<file path="src/rtl/bubble_host_sequencer.sv">
// bubble_host_sequencer
//   Host-side sequencer for a bubble drive emulator. Generates the nBSEN,
//   nREPEN and nBOOTEN controller strobes with programmable cycle counts and
//   packs the two-loop serial data (DOUT1/DOUT0) into bytes, MSB pair first.
//
//   Optional build macro: BUBBLE_HOST_LOOPSWAP_EN adds input swap_en
//   (sampled at command accept) which reverses the loop order of each pair.
//
// Ports
//   MCLK, MRST             clock (rising edge), asynchronous active-high reset
//   cmd_valid/cmd_ready    command handshake: a command is accepted in a cycle
//                          where both are high; cmd_ready is high only in IDLE,
//                          and cmd_valid while busy is ignored (not queued)
//   cmd_boot, cmd_seek     command type (1 = boot) and page-mode seek cycles
//   DOUT0, DOUT1           bubble data from loops 0 and 1 (asynchronous)
//   nBSEN/nREPEN/nBOOTEN   active-low controller strobes (registered)
//   byte_data, byte_valid  assembled byte and its one-cycle strobe
//   busy, done             not-IDLE flag and one-cycle return-to-IDLE pulse
module bubble_host_sequencer #(
  parameter int unsigned REP_DELAY     = 2500,
  parameter int unsigned REP_LOW       = 34,
  parameter int unsigned REP_PERIOD    = 96,
  parameter int unsigned BOOT_PULSES   = 8,
  parameter int unsigned BOOT_TAIL     = 21,
  parameter int unsigned BIT_PERIOD    = 96,
  parameter int unsigned DATA_DELAY    = 200,
  parameter int unsigned PAGE_BITTIMES = 256
) (
  input  logic        MCLK,
  input  logic        MRST,
  input  logic        cmd_valid,
  output logic        cmd_ready,
  input  logic        cmd_boot,
  input  logic [23:0] cmd_seek,
`ifdef BUBBLE_HOST_LOOPSWAP_EN
  input  logic        swap_en,
`endif
  input  logic        DOUT0,
  input  logic        DOUT1,
  output logic        nBSEN,
  output logic        nREPEN,
  output logic        nBOOTEN,
  output logic [7:0]  byte_data,
  output logic        byte_valid,
  output logic        busy,
  output logic        done
);

  typedef enum logic [3:0] {
    IDLE, BOOT_WAIT, BOOT_PULSE, BOOT_TAIL_S, PAGE_WAIT,
    PAGE_SEEK, PAGE_PULSE, PAGE_CAPTURE, FINISH
  } state_t;

  localparam logic [23:0] DELAY_M1  = 24'(REP_DELAY - 1);
  localparam logic [23:0] LOW_M1    = 24'(REP_LOW - 1);
  localparam logic [23:0] PERIOD_M1 = 24'(REP_PERIOD - 1);
  localparam logic [23:0] PULSES_M1 = 24'(BOOT_PULSES - 1);
  localparam logic [23:0] TAIL_M1   = 24'(BOOT_TAIL - 1);
  localparam logic [23:0] BIT_M1    = 24'(BIT_PERIOD - 1);
  localparam logic [23:0] DDELAY    = 24'(DATA_DELAY);
  localparam logic [23:0] NSAMPLES  = 24'(PAGE_BITTIMES);

  state_t      state, state_n;
  logic [23:0] cnt, cnt_n;         // cycles spent in the current phase
  logic [23:0] pulses, pulses_n;   // boot pulses completed
  logic [23:0] scnt, scnt_n;       // cycles until the next sample point
  logic [23:0] ksamp, ksamp_n;     // samples taken this page
  logic [5:0]  shreg, shreg_n;     // first three pairs of the byte in progress
  logic [23:0] seek_q, seek_q_n;
  logic        nbsen_n, nrepen_n, nbooten_n, byte_valid_n, done_n;
  logic [7:0]  byte_data_n;
  logic [1:0]  sync0, sync1;       // 2-flop synchronizers, [1] is the output
  logic [1:0]  smp;
`ifdef BUBBLE_HOST_LOOPSWAP_EN
  logic        swap_q, swap_q_n;
  assign smp = swap_q ? {sync0[1], sync1[1]} : {sync1[1], sync0[1]};
`else
  assign smp = {sync1[1], sync0[1]};
`endif

  assign cmd_ready = (state == IDLE);
  assign busy      = (state != IDLE);

  always_ff @(posedge MCLK or posedge MRST) begin
    if (MRST) begin
      state      <= IDLE;
      cnt        <= '0;
      pulses     <= '0;
      scnt       <= '0;
      ksamp      <= '0;
      shreg      <= '0;
      seek_q     <= '0;
      nBSEN      <= 1'b1;
      nREPEN     <= 1'b1;
      nBOOTEN    <= 1'b1;
      byte_data  <= '0;
      byte_valid <= 1'b0;
      done       <= 1'b0;
      sync0      <= '0;
      sync1      <= '0;
`ifdef BUBBLE_HOST_LOOPSWAP_EN
      swap_q     <= 1'b0;
`endif
    end else begin
      state      <= state_n;
      cnt        <= cnt_n;
      pulses     <= pulses_n;
      scnt       <= scnt_n;
      ksamp      <= ksamp_n;
      shreg      <= shreg_n;
      seek_q     <= seek_q_n;
      nBSEN      <= nbsen_n;
      nREPEN     <= nrepen_n;
      nBOOTEN    <= nbooten_n;
      byte_data  <= byte_data_n;
      byte_valid <= byte_valid_n;
      done       <= done_n;
      sync0      <= {sync0[0], DOUT0};
      sync1      <= {sync1[0], DOUT1};
`ifdef BUBBLE_HOST_LOOPSWAP_EN
      swap_q     <= swap_q_n;
`endif
    end
  end

  always_comb begin
    state_n      = state;
    cnt_n        = cnt;
    pulses_n     = pulses;
    scnt_n       = scnt;
    ksamp_n      = ksamp;
    shreg_n      = shreg;
    seek_q_n     = seek_q;
    nbsen_n      = nBSEN;
    nrepen_n     = nREPEN;
    nbooten_n    = nBOOTEN;
    byte_data_n  = byte_data;
    byte_valid_n = 1'b0;
    done_n       = 1'b0;
`ifdef BUBBLE_HOST_LOOPSWAP_EN
    swap_q_n     = swap_q;
`endif

    // The capture timer runs from the nREPEN falling edge regardless of
    // whether the pulse is still low, so short DATA_DELAY overlaps the pulse.
    if ((state == PAGE_PULSE || state == PAGE_CAPTURE) && ksamp != NSAMPLES) begin
      if (scnt == '0) begin
        shreg_n = {shreg[3:0], smp};
        ksamp_n = ksamp + 24'd1;
        scnt_n  = BIT_M1;
        if (ksamp[1:0] == 2'd3) begin
          byte_data_n  = {shreg, smp};
          byte_valid_n = 1'b1;
        end
      end else begin
        scnt_n = scnt - 24'd1;
      end
    end

    case (state)
      IDLE: begin
        if (cmd_valid) begin
          seek_q_n = cmd_seek;
`ifdef BUBBLE_HOST_LOOPSWAP_EN
          swap_q_n = swap_en;
`endif
          cnt_n    = '0;
          nbsen_n  = 1'b0;
          if (cmd_boot) begin
            nbooten_n = 1'b0;
            state_n   = BOOT_WAIT;
          end else begin
            state_n   = PAGE_WAIT;
          end
        end
      end
      BOOT_WAIT: begin
        if (cnt == DELAY_M1) begin
          state_n  = BOOT_PULSE;
          cnt_n    = '0;
          pulses_n = '0;
          nrepen_n = 1'b0;
        end else begin
          cnt_n = cnt + 24'd1;
        end
      end
      BOOT_PULSE: begin
        // cnt is the position inside the current REP_PERIOD window.
        if (pulses == PULSES_M1 && cnt == LOW_M1) begin
          state_n  = BOOT_TAIL_S;
          cnt_n    = '0;
          nrepen_n = 1'b1;
        end else if (cnt == PERIOD_M1) begin
          cnt_n    = '0;
          pulses_n = pulses + 24'd1;
          nrepen_n = 1'b0;
        end else begin
          cnt_n = cnt + 24'd1;
          if (cnt == LOW_M1) nrepen_n = 1'b1;
        end
      end
      BOOT_TAIL_S: begin
        if (cnt == TAIL_M1) begin
          state_n   = FINISH;
          nbsen_n   = 1'b1;
          nbooten_n = 1'b1;
          done_n    = 1'b1;
        end else begin
          cnt_n = cnt + 24'd1;
        end
      end
      PAGE_WAIT, PAGE_SEEK: begin
        if ((state == PAGE_WAIT && cnt == DELAY_M1 && seek_q != '0)) begin
          state_n = PAGE_SEEK;
          cnt_n   = '0;
        end else if ((state == PAGE_WAIT && cnt == DELAY_M1) ||
                     (state == PAGE_SEEK && cnt == seek_q - 24'd1)) begin
          state_n  = PAGE_PULSE;
          cnt_n    = '0;
          nrepen_n = 1'b0;
          scnt_n   = DDELAY;
          ksamp_n  = '0;
          shreg_n  = '0;
        end else begin
          cnt_n = cnt + 24'd1;
        end
      end
      PAGE_PULSE: begin
        if (cnt == LOW_M1) begin
          state_n  = PAGE_CAPTURE;
          nrepen_n = 1'b1;
        end else begin
          cnt_n = cnt + 24'd1;
        end
      end
      PAGE_CAPTURE: begin
        // All samples taken: the final byte_valid is on the outputs now.
        if (ksamp == NSAMPLES) begin
          state_n = FINISH;
          nbsen_n = 1'b1;
          done_n  = 1'b1;
        end
      end
      FINISH:  state_n = IDLE;
      default: state_n = IDLE;
    endcase
  end

endmodule

</file>
<file path="config.mk">
export PLATFORM = sky130hd
export DESIGN_NAME = bubble_host_sequencer
export DESIGN_NICKNAME = d
export VERILOG_FILES = /design/src/rtl/bubble_host_sequencer.sv
export SDC_FILE = /design/constraint.sdc
export NUM_CORES = 1
export LEC_CHECK = 0
export CORE_AREA = 2 2 157 159
export CTS_BUF_LIST = sky130_fd_sc_hd__clkbuf_8
export DETAILED_ROUTE_END_ITERATION = 6
export DIE_AREA = 0 0 159 161
export PLACE_DENSITY_LB_ADDON = 0.05
export SLEW_MARGIN = 25
export SYNTH_ARGS = -nofsm -noshare
export SYNTH_HDL_FRONTEND = slang
export SYNTH_SLANG_ARGS = --single-unit
</file>
<file path="constraint.sdc">
create_clock -name MCLK -period 13.05 [get_ports MCLK]
set_input_delay 1.305 -clock MCLK [delete_from_list [all_inputs] [get_ports MCLK]]
set_output_delay 1.305 -clock MCLK [all_outputs]
set_load 0.1 [all_outputs]
</file>
==> flow_summary.rst, run 1 <==
.. list-table::
   :header-rows: 1

   * - Metric
     - Value
   * - Number of rows created at floorplan
     - 57
   * - Floorplan die area
     - around 26,000 um^2
   * - Power density over the cells
     - around 92 nW/um^2
   * - First-pass GRT wire length
     - about 32 mm
   * - Number of hold-slack violations in the final timing report
     - 0
   * - Total global routing overflow
     - 0
   * - Clock share of power
     - 0.435
   * - Dominant combinational cell family by area after synthesis
     - simple AND/OR/NAND/NOR gates
   * - Share of synthesized cell area in full adder, half adder and majority cells
     - 0.0141
   * - Chip width
     - between 150 and 200 um
   * - Synth Area in Compound Gates
     - 0.0657
   * - Final-stage net count
     - slightly below 900
   * - Via/cell ratio
     - 5.04
   * - 1st-iter DRT viols
     - around 280
   * - Count of buffer and inverter cells on the critical path
     - 2
   * - Origin of the critical flop-to-flop path
     - seek_q[4]
   * - Leakage power summed over all cells
     - 4.13 nW
   * - Post-synth net total
     - between 800 and 900
   * - Slowest CP cell
     - clkdlybuf4s50_1
   * - Number of buffers inserted by hold repair at cts
     - 0
   * - Fraction of the yosys area taken by sequential cells
     - 0.462
   * - Vias in the first global route
     - 6,189
   * - Final antenna diode count
     - 0
   * - Clock slew at the register clock pins of the worst setup and hold paths
     - ~0.090 ns
   * - Required time worst endpoint
     - between 10 and 15 ns
   * - Post_cts resized
     - 0
   * - Mean cell area of the mapped netlist
     - between 9 and 10 um^2
   * - WL/cell
     - around 16 um
   * - Number of I/O port buffers
     - 44
   * - Switching power as a share of total power
     - 0.257
   * - Mux cell area share after synthesis
     - 0.0621
   * - Combinational share of power
     - 0.022
   * - Vert. Die Dim
     - between 150 and 200 um
   * - Fin crit share
     - 0.324
   * - Ys flop type
     - dfrtp_1
   * - Delay-heaviest family, CP
     - buffers and inverters
   * - Setup TNS
     - 0 ns
   * - Internal power summed over all cells
     - ~0.00062 W
   * - RSZ-0062 raised after global routing
     - no
   * - Count of TritonRoute iterations in the first routing pass
     - 4
   * - Worst Min Path Start
     - sync1[0]
   * - Antenna violations before repair
     - 0
   * - F_max
     - about 0.24 GHz
   * - Final setup viols
     - 0
   * - CTS root buffer
     - clkbuf_8
   * - Delay of the slowest cell on the worst path
     - ~1.2 ns
   * - Sink count of the clock tree
     - about 150
   * - Net switching component of the power
     - 0.000216 W
   * - Depth of the CTS H-tree
     - 4
   * - Max FO, Critical Path
     - 12
   * - Clock tree from TritonCTS
     - yes
   * - Run status
     - finished, final reports clean
   * - Crit path from
     - state[0]
   * - Gpl congestion
     - around 0.80
   * - Number of antenna-violating nets in the routed design
     - 0
   * - Sequential share of power
     - 0.543
   * - Arrival time reported for the critical path endpoint
     - 2.93 ns
   * - Placeable core region
     - about 24,000 um^2
   * - Layout Cell Area excl Fill
     - between 9000 and 10,000 um^2
   * - Crit path cell chain
     - nor2_1 > nand2_1 > inv_1 > clkdlybuf4s50_1
   * - Io pins
     - 45
   * - Proportion of synthesized flip-flops having asynchronous set or reset
     - 1.00
   * - Post-synth EDFFs
     - 0
   * - Drt drc
     - 0
   * - Worst hold-check path type
     - register to register
   * - Capturing element type of the critical path
     - output pin
   * - Overall routing resource usage
     - 0.154
   * - Number of warnings reported in the yosys synthesis log
     - 0
   * - Starting Density
     - 0.332
   * - Mapped cell area
     - about 8000 um^2
   * - DP Wirelength
     - 13.3 mm
   * - Final wirelength
     - 19.0 mm
   * - Fillers
     - around 2,500
   * - Utilization of the core after routing
     - 0.379
   * - CTS Buf Count
     - 17
   * - Largest net degree at the start of global routing
     - 78
   * - Count of mapped cells out of synthesis
     - slightly above 800
   * - Clock period minus final worst setup slack
     - between 4 and 5 ns
   * - Count of distinct cell types in the synthesized netlist
     - 66
   * - Critical path type
     - register to output pin
   * - Critical Path Start Type
     - register
   * - Count of max-cap constraint violations
     - 0
   * - Deepest clock path buffer count
     - 2
   * - Fraction of final layout cells with drive strength greater than 1
     - 0.107
   * - Tightest Pin Transition
     - about 1.0 ns
   * - Yosys reg bits
     - 147
   * - Clock latency on the worst-skew pair
     - around 0.45 ns
   * - Relative slew margins
     - 0.318
   * - Max Transition Viols Final
     - 0
   * - Placed Instance Area
     - around 8700 um^2
   * - Maximum VDD drop
     - between 0.05 and 0.06 mV
   * - Synth Area in XOR/XNOR
     - 0.119
   * - Number of buffers inserted by post-CTS setup repair
     - 0
   * - Growth of design area from synthesis to finish
     - 14.1%
   * - Total via count in the routed design
     - 6,005
   * - Simple-gate portion of the synthesized area
     - 0.247
   * - Final worst clock skew
     - roughly 0.017 ns
[synth_stat cells (4+ instances only)]
cell type | count | area share
a21oi_1 | 13 | 0.0082
and2_1 | 4 | 0.0031
and3_1 | 17 | 0.013
and4_1 | 8 | 0.0088
clkbuf_1 | 27 | 0.013
dfrtp_1 | 144 | 0.45
ha_1 | 9 | 0.014
inv_1 | 19 | 0.0090
mux2_2 | 35 | 0.049
mux2i_1 | 10 | 0.013
nand2_1 | 63 | 0.030
nand2b_1 | 5 | 0.0039
nand3_1 | 40 | 0.025
nand3b_1 | 5 | 0.0047
nand4_1 | 18 | 0.014
nor2_1 | 126 | 0.059
nor2b_1 | 7 | 0.0055
nor3_1 | 32 | 0.020
nor4_1 | 22 | 0.017
o21ai_0 | 15 | 0.0094
o31ai_1 | 5 | 0.0047
or2_2 | 6 | 0.0047
or3_1 | 11 | 0.0086
or4_1 | 7 | 0.0066
xnor2_1 | 45 | 0.049
xor2_1 | 63 | 0.069
[cells in the final DEF (no fill, tap or decap), types with 13 or more instances in the layout]
| cell type | instances |
|---|---|
| a21oi_1 | 13 |
| and3_1 | 17 |
| clkbuf_8 | 17 |
| clkdlybuf4s50_1 | 44 |
| dfrtp_1 | 144 |
| inv_1 | 18 |
| mux2_2 | 35 |
| nand2_1 | 62 |
| nand3_1 | 40 |
| nand4_1 | 18 |
| nor2_1 | 126 |
| nor3_1 | 32 |
| nor4_1 | 21 |
| o21ai_0 | 15 |
| xnor2_1 | 45 |
| xor2_1 | 63 |
[state kept, by name (all words and copies together) (netlist names), 2 cells and up]
signal and count:
ksamp 24, sync0 2, sync1 2, pulses 24, seek_q 24, byte_data 8, shreg 6, scnt 24
cnt 24, state 4
[per-layer routing]
metal | routed length (um) | vias to the layer above | global-route usage
met5 | 0 | - | 0
met4 | 238 | 0 | 0.0401
met3 | 629 | 13 | 0.0362
met2 | 9530 | 77 | 0.272
met1 | 8590 | 2984 | 0.190
li1 | - | 2931 | -
[final timing paths]
check	to	slack [ns]	cells after the start
worst max-delay path	cmd_ready	8.82	4
worst min-delay path	sync1[1]	0.35	0
worst max register to register	scnt[9]	8.82	10
worst min register to register	sync1[1]	0.35	0
max in group asynchronous	cnt[20]	10.60	3
min in group asynchronous	byte_data[1]	1.31	2
[logic make-up after synthesis]
kind of cell / count (synthesis)
multiplexers: 45
flip-flops: 147
buffers and inverters: 53
AND/OR/NAND/NOR: 389
adder cells (fa/ha/maj): 9
AO/OA/AOI/OAI: 70
XOR/XNOR: 108
[cell type report]
type	count	area, um^2	area share
clock buffer	17	234	0.0257
clock inverter	15	166	0.0183
inverter	19	76.3	0.00840
multi-input combinational	621	4050	0.446
sequential	147	3680	0.405
tap	324	405	0.0446
timing repair buffer	48	474	0.0522
[per-stage QoR]
stage	total power, W	hold WS [ns]	std cells	setup WS, ns
after CTS	0.000857	0.358	1191	8.79
final	0.000840	0.355	1191	8.82
after detailed placement	0.000485	0.336	1159	8.83
after global placement	0.000484	0.336	1159	8.97
after global routing	0.000880	0.375	1191	8.45
after floorplan	0.000472	0.331	821	7.80
[power groups by stage]
stage	Clock (W)	Sequential (W)	Combinational, W
6_report	0.000365	0.000456	0.0000188
5_1_grt	0.000402	0.000456	0.0000216
4_1_cts	0.000381	0.000456	0.0000200
3_5_place_dp	0	0.000465	0.0000199
3_3_place_gp	0	0.000465	0.0000195
2_1_floorplan	0	0.000465	0.00000683
Note: power is estimated with default switching activity, not from simulation.
==> inputs of run 2 (changes only) <==
Clock period 13.05 ns to 4.4 ns, I/O delays scaled along.
==> run 2 against run 1 <==
Net effect:
- first-iteration DRC count up 13%
- critical endpoint is now cnt[19]
- worst setup slack worse by 8.3 ns
- critical path depth increased by 6
- final area hardly changed
- final cell count grew 0.34%
- sequential cell count did not move
- wire length about the same
==> flow_summary.rst, run 2 (same netlist as run 1, synthesis figures left out) <==
.. list-table::
   :header-rows: 1

   * - Metric
     - Value
   * - Overall routing resource usage
     - 0.155 (+0.000641)
   * - Run status
     - finished, final reports clean
   * - Worst hold-check path type
     - register to register
   * - Final setup viols
     - 0 (unchanged)
   * - Hold depth
     - 0 (unchanged)
   * - Slack of the worst reg-to-reg path
     - 0.54 ns (-8.28 ns)
   * - F_max
     - between 0.2 and 0.3 GHz
   * - GRT Max-Usage Layer
     - met2
   * - Growth of design area from synthesis to finish
     - 14.1% (about the same)
   * - Arrival time reported for the critical path endpoint
     - 4.18 ns (+1.25 ns)
   * - Slowest CP cell
     - or4_1
   * - Number of antenna-violating nets in the routed design
     - 0 (unchanged)
   * - Drt drc
     - 0 (unchanged)
   * - Clock slew at the register clock pins of the worst setup and hold paths
     - 0.09 ns (about the same)
   * - 1st-iter DRT viols
     - 312 (+13%)
   * - Switching power as a share of total power
     - 0.259 (+0.00232)
   * - Starting Density
     - 0.332 (unchanged)
   * - Total via count in the routed design
     - 6,065 (+1.0%)
   * - Met1 layer usage reported by global route
     - 0.198 (+0.00728)
   * - Count of TritonRoute iterations in the first routing pass
     - 4 (unchanged)
   * - Number of buffers inserted by hold repair at cts
     - 0 (unchanged)
   * - Met2 Use GR
     - 0.267 (-0.00514)
   * - Final-stage net count
     - 897 (+0.45%)
   * - CTS root buffer
     - clkbuf_8
   * - Post_cts resized
     - 0 (unchanged)
   * - Clock latency on the worst-skew pair
     - 0.46 ns (about the same)
   * - Sequential share of power
     - 0.559 (+0.016)
   * - Layout Cell Area excl Fill
     - 9090 um^2 (about the same)
   * - Critical Path Start Type
     - register
   * - Clock share of power
     - 0.418 (-0.017)
   * - Floorplan die area
     - 25,600 um^2 (unchanged)
   * - Total global routing overflow
     - 0 (unchanged)
   * - Hold Path End
     - sync1[1]
   * - Tightest Pin Transition
     - 1.01 ns (-0.00783 ns)
   * - Count of buffer and inverter cells on the critical path
     - 1 (-1)
   * - Required time worst endpoint
     - 4.72 ns (-7.02 ns)
   * - Vert. Die Dim
     - 161 um (unchanged)
   * - Setup TNS
     - 0 ns (unchanged)
   * - Capture point of the worst reg-to-reg path
     - cnt[19]
   * - Final antenna diode count
     - 0 (unchanged)
   * - Delay of the slowest cell on the worst path
     - 0.67 ns (-0.49 ns)
   * - Vias in the first global route
     - 6,329 (+2.3%)
   * - Leakage power summed over all cells
     - 4.14 nW (+0.22%)
   * - Commonest non-fill, non-tap cell in the layout
     - dfrtp_1
   * - Count of max-cap constraint violations
     - 0 (unchanged)
   * - Maximum VDD drop
     - 0.135 mV (+130%)
   * - Depth of the CTS H-tree
     - 4 (unchanged)
   * - Worst Min Path Start
     - sync1[0]
   * - Final wirelength
     - 19.0 mm (about the same)
   * - DP Wirelength
     - 13.4 mm (+0.74%)
   * - Combinational share of power
     - 0.023 (about the same)
   * - Delay-heaviest family, CP
     - simple AND/OR/NAND/NOR gates
   * - CTS Buf Count
     - 17 (unchanged)
   * - Placeable core region
     - 24,000 um^2 (unchanged)
   * - Capturing element type of the critical path
     - register
   * - Gpl congestion
     - 0.829 (+3.6%)
   * - Relative slew margins
     - 0.324 (+0.00523)
   * - Origin of the critical flop-to-flop path
     - seek_q[0]
   * - Deepest clock path buffer count
     - 2 (unchanged)
   * - Number of rows created at floorplan
     - 57 (unchanged)
   * - Fin crit share
     - 0.878
   * - Number of hold-slack violations in the final timing report
     - 0 (unchanged)
   * - Via/cell ratio
     - 5.08 (+0.66%)
   * - Largest net degree at the start of global routing
     - 106 (+36%)
   * - Critical path type
     - register to register
   * - RSZ-0062 raised after global routing
     - no
   * - Clock period minus final worst setup slack
     - a little under 4 ns
   * - Chip width
     - 159 um (unchanged)
   * - FF-to-FF path depth
     - 10 (unchanged)
   * - Clock tree from TritonCTS
     - yes
   * - Max Transition Viols Final
     - 0 (unchanged)
   * - Power density over the cells
     - 266 nW/um^2 (+190%)
   * - Io pins
     - 45 (unchanged)
   * - Fillers
     - 2,452 (+0.041%)
   * - Max FO, Critical Path
     - 16 (+4)
   * - Global-route track usage on met3
     - 0.0349 (-0.00128)
   * - Placed Instance Area
     - 8710 um^2 (+0.35%)
   * - Internal power summed over all cells
     - 0.00179 W (+190%)
   * - Crit path cell chain
     - or4_1 > or3_1 > a2111oi_0 > nand4_1 > nor4_2 > a41oi_4 > a211oi_4 > buf_4 > and2b_1 > nor2_1
   * - WL/cell
     - 15.9 um (-0.31%)
   * - First-pass GRT wire length
     - 32.2 mm (+0.62%)
   * - Number of I/O port buffers
     - 44 (unchanged)
   * - Register area
     - 3680 um^2 (unchanged)
   * - Total power
     - 0.00242 W (+190%)
   * - Final worst clock skew
     - 0.0212 ns (+0.00461 ns)
   * - Net switching component of the power
     - 0.000627 W (+190%)
   * - Most frequent cells in the layout
     - 144 x dfrtp_1, 126 x nor2_1, 63 x xor2_1, 62 x nand2_1, 45 x xnor2_1
   * - Antenna violations before repair
     - 0 (unchanged)
   * - Multi-input combinational cell area
     - 4050 um^2 (unchanged)
   * - Sink count of the clock tree
     - 147 (unchanged)
   * - Number of buffers inserted by post-CTS setup repair
     - 0 (unchanged)
   * - Fraction of final layout cells with drive strength greater than 1
     - 0.110 (+0.00295)
==> run 2: changes by cell type in the layout (fill, tap and decap cells not counted), sizes merged <==
cell / previous run / this run
buf: 4 / 8
inv: 27 / 29
bufinv: 1 / 0
clkinv: 4 / 3
==> run 2: worst max-delay path by stage <==
stage	startpoint	endpoint	slack, ns	cells past startpoint
6_report	seek_q[0]	cnt[19]	0.54	10
5_1_grt	seek_q[0]	cnt[13]	0.19	10
4_1_cts	seek_q[0]	cnt[19]	0.48	10
3_5_place_dp	seek_q[0]	cnt[21]	0.51	10
3_3_place_gp	seek_q[0]	cnt[21]	0.57	10
2_1_floorplan	MRST	byte_data[0]	0.01	1
==> run 2: final cells by class <==
type                            count  area share
Multi-Input combinational cell    621       0.445
Clock buffer                       17      0.0257
Sequential cell                   147       0.405
Clock inverter                     15      0.0153
Tap cell                          324      0.0446
Timing Repair Buffer               52      0.0551
Inverter                           19     0.00867
==> run 2: through the flow <==
step / util / instances / hold slack, ns / setup slack, ns
after floorplan: - / 821 / 0.331 / 0.0136
after global placement: 0.364 / 1163 / 0.335 / 0.569
after detailed placement: 0.364 / 1163 / 0.336 / 0.513
after CTS: 0.379 / 1195 / 0.368 / 0.483
after global routing: 0.379 / 1195 / 0.371 / 0.191
final: 0.379 / 1195 / 0.363 / 0.537
==> run 2: worst register-to-register path, stage by stage (launching register included) <==
cell	delay, ns
dfrtp_1	0.43
or4_1	0.67
or3_1	0.39
a2111oi_0	0.45
nand4_1	0.17
nor4_2	0.29
a41oi_4	0.24
a211oi_4	0.29
buf_4	0.19
and2b_1	0.50
nor2_1	0.12
==> run 2: routing by layer <==
layer  vias to the layer above  routed length (um)
met1                      3039                8820
met3                        15                 558
li1                       2935                   -
met2                        76                9380
met4                         0                 231
met5                         -                   0
==> run 2: power by group through the flow <==
stage	Sequential (W)	Combinational (W)	Clock, W
2_1_floorplan	0.00138	0.0000202	0
3_3_place_gp	0.00138	0.0000582	0
3_5_place_dp	0.00138	0.0000593	0
4_1_cts	0.00135	0.0000596	0.00107
5_1_grt	0.00135	0.0000642	0.00112
6_report	0.00135	0.0000560	0.00101
==> inputs of run 3 (changes only) <==
Settings changed: CORE_AREA 2 2 157 159 to 2 2 140 177, DIE_AREA 0 0 159 161 to 0 0 142 179.
==> run 3 against run 2 <==
Net effect:
- die area decreased by 0.71%
- final cell count shrank 2.3%
- critical path depth shrank 1
- register-to-register slack better by 0.18 ns
- clock skew is 0.00091 ns higher
- largest cell class unchanged
==> flow_summary.rst, run 3 (same netlist as run 1, synthesis figures left out) <==
.. list-table::
   :header-rows: 1

   * - Metric
     - Value
   * - Net switching component of the power
     - 0.000632 W (+0.66%)
   * - Max FO, Critical Path
     - 18 (+2)
   * - Sequential share of power
     - 0.532 (-0.027)
   * - Number of rows created at floorplan
     - 64 (+12%)
   * - Count of buffer and inverter cells on the critical path
     - 0 (-1)
   * - Relative slew margins
     - 0.316 (-0.00763)
   * - Fillers
     - 2,381 (-2.9%)
   * - Tightest Pin Transition
     - 1.02 ns (+0.0114 ns)
   * - DP Wirelength
     - 13.2 mm (-1.4%)
   * - Combinational share of power
     - 0.022 (about the same)
   * - Largest net degree at the start of global routing
     - 92 (-13%)
   * - Arrival time reported for the critical path endpoint
     - 4.07 ns (-0.11 ns)
   * - CTS root buffer
     - clkbuf_8
   * - FF-to-FF path depth
     - 9 (-1)
   * - GRT Max-Usage Layer
     - met2
   * - Total global routing overflow
     - 0 (unchanged)
   * - Final wirelength
     - 18.4 mm (-3.3%)
   * - Gpl congestion
     - 0.809 (-2.5%)
   * - Leakage power summed over all cells
     - 4.17 nW (+0.55%)
   * - Final setup viols
     - 0 (unchanged)
   * - Clock latency on the worst-skew pair
     - 0.45 ns (about the same)
   * - Number of antenna-violating nets in the routed design
     - 0 (unchanged)
   * - Met2 Use GR
     - 0.273 (+0.00616)
   * - Vias in the first global route
     - 6,274 (-0.87%)
   * - Critical path type
     - register to register
   * - Vert. Die Dim
     - 179 um (+11%)
   * - Clock slew at the register clock pins of the worst setup and hold paths
     - 0.10 ns (about the same)
   * - Internal power summed over all cells
     - 0.00191 W (+6.6%)
   * - Placeable core region
     - 23,900 um^2 (about the same)
   * - Final-stage net count
     - 897 (unchanged)
   * - Critical Path Start Type
     - register
   * - Clock period minus final worst setup slack
     - 3.68 ns (-0.183 ns)
   * - Global-route track usage on met3
     - 0.0321 (-0.00287)
   * - Hold Path End
     - sync1[1]
   * - Growth of design area from synthesis to finish
     - 14.3%
   * - Count of TritonRoute iterations in the first routing pass
     - 4 (unchanged)
   * - Final worst clock skew
     - 0.0221 ns (+0.000912 ns)
   * - Delay of the slowest cell on the worst path
     - 0.57 ns (-0.10 ns)
   * - Via/cell ratio
     - 5.16 (+1.8%)
   * - Io pins
     - 45 (unchanged)
   * - Number of hold-slack violations in the final timing report
     - 0 (unchanged)
   * - Number of buffers inserted by post-CTS setup repair
     - 0 (unchanged)
   * - Slowest CP cell
     - or4_4
   * - Required time worst endpoint
     - 4.79 ns (+0.07 ns)
   * - Run status
     - finished, final reports clean
   * - Floorplan die area
     - 25,400 um^2 (-0.71%)
   * - Sink count of the clock tree
     - 147 (unchanged)
   * - Fin crit share
     - 0.836 (-0.0416)
   * - WL/cell
     - 15.7 um (-1.0%)
   * - Max Transition Viols Final
     - 0 (unchanged)
   * - Maximum VDD drop
     - 0.157 mV (+16%)
   * - Power density over the cells
     - 279 nW/um^2 (+4.9%)
   * - Slack of the worst reg-to-reg path
     - 0.72 ns (+0.18 ns)
   * - Final antenna diode count
     - 0 (unchanged)
   * - Overall routing resource usage
     - 0.155 (about the same)
   * - Number of I/O port buffers
     - 44 (unchanged)
   * - Number of buffers inserted by hold repair at cts
     - 0 (unchanged)
   * - Capturing element type of the critical path
     - register
   * - 1st-iter DRT viols
     - 301 (-3.5%)
   * - RSZ-0062 raised after global routing
     - no
   * - CTS Buf Count
     - 17 (unchanged)
   * - Clock tree from TritonCTS
     - yes
   * - Antenna violations before repair
     - 0 (unchanged)
   * - First-pass GRT wire length
     - 31.3 mm (-2.8%)
   * - Chip width
     - 142 um (-11%)
   * - Most frequent cells in the layout
     - 144 x dfrtp_1, 126 x nor2_1, 63 x xor2_1, 62 x nand2_1, 45 x xnor2_1
   * - Commonest non-fill, non-tap cell in the layout
     - dfrtp_1
   * - Depth of the CTS H-tree
     - 4 (unchanged)
   * - Hold depth
     - 0 (unchanged)
   * - Capture point of the worst reg-to-reg path
     - scnt[6]
   * - Setup TNS
     - 0 ns (unchanged)
   * - Crit path top cell by count
     - or3b_1
   * - Met1 layer usage reported by global route
     - 0.189 (-0.00891)
   * - Deepest clock path buffer count
     - 2 (unchanged)
   * - Worst hold-check path type
     - register to register
   * - F_max
     - 0.272 GHz (+5.0%)
   * - Worst Min Path Start
     - sync1[0]
   * - Crit path cell chain
     - or4_4 > or3b_1 > nor4_1 > o21ai_1 > nor4_2 > a41oi_4 > nor3b_4 > or2_1 > or3b_1
   * - Switching power as a share of total power
     - 0.248 (-0.0109)
   * - Delay-heaviest family, CP
     - simple AND/OR/NAND/NOR gates
   * - Drt drc
     - 0 (unchanged)
   * - Worst hold margin
     - 0.360 ns (-0.00276 ns)
   * - Fraction of final layout cells with drive strength greater than 1
     - 0.111 (+0.00115)
   * - Total via count in the routed design
     - 6,032 (-0.54%)
   * - Count of max-cap constraint violations
     - 0 (unchanged)
   * - Origin of the critical flop-to-flop path
     - seek_q[12]
   * - Clock share of power
     - 0.446 (+0.028)
   * - Post_cts resized
     - 0 (unchanged)
   * - Starting Density
     - 0.333 (about the same)
[run 3: changes by cell type in the layout (fill, tap and decap cells not counted), sizes merged]
cell	delta
bufinv	+2
clkinvlp	-1
inv	-1
[run 3: through the flow]
step,setup WS [ns],total power [W],util,std cells,instance area [um^2]
final,0.720,0.00254,0.380,1168,9100
after global routing,0.362,0.00266,0.380,1168,9100
after CTS,0.620,0.00260,0.380,1168,9100
after detailed placement,0.634,0.00144,0.362,1136,8680
after global placement,0.670,0.00144,0.362,1136,8680
after floorplan,0.0136,0.00140,-,821,7960
[run 3: layer usage]
| layer | share of wire | up-vias |
|---|---|---|
| li1 | - | 2945 |
| met1 | 0.44 | 2990 |
| met2 | 0.51 | 76 |
| met3 | 0.029 | 21 |
| met4 | 0.013 | 0 |
| met5 | 0 | - |
[run 3: worst max-delay path by stage]
stage,startpoint,end,cells past startpoint
after detailed placement,seek_q[0],scnt[14],9
after floorplan,MRST,byte_data[0],1
after global placement,seek_q[0],scnt[6],9
after CTS,seek_q[0],scnt[8],9
final,seek_q[12],scnt[6],9
after global routing,seek_q[0],scnt[9],9
[run 3: cell type report]
| type | instances | area, um^2 | area share |
|---|---|---|---|
| multi-input combinational | 621 | 4050 | 0.445 |
| clock buffer | 17 | 234 | 0.0257 |
| clock inverter | 15 | 190 | 0.0209 |
| sequential | 147 | 3680 | 0.404 |
| timing repair buffer | 52 | 500 | 0.0550 |
| inverter | 19 | 76.3 | 0.00838 |
| tap | 297 | 372 | 0.0408 |
[run 3: power by group through the flow]
stage	clock (W)	combinational (W)	sequential (W)
5_1_grt	0.00124	0.0000633	0.00135
3_5_place_dp	0	0.0000585	0.00138
3_3_place_gp	0	0.0000579	0.00138
6_report	0.00113	0.0000554	0.00135
4_1_cts	0.00119	0.0000587	0.00135
2_1_floorplan	0	0.0000202	0.00138
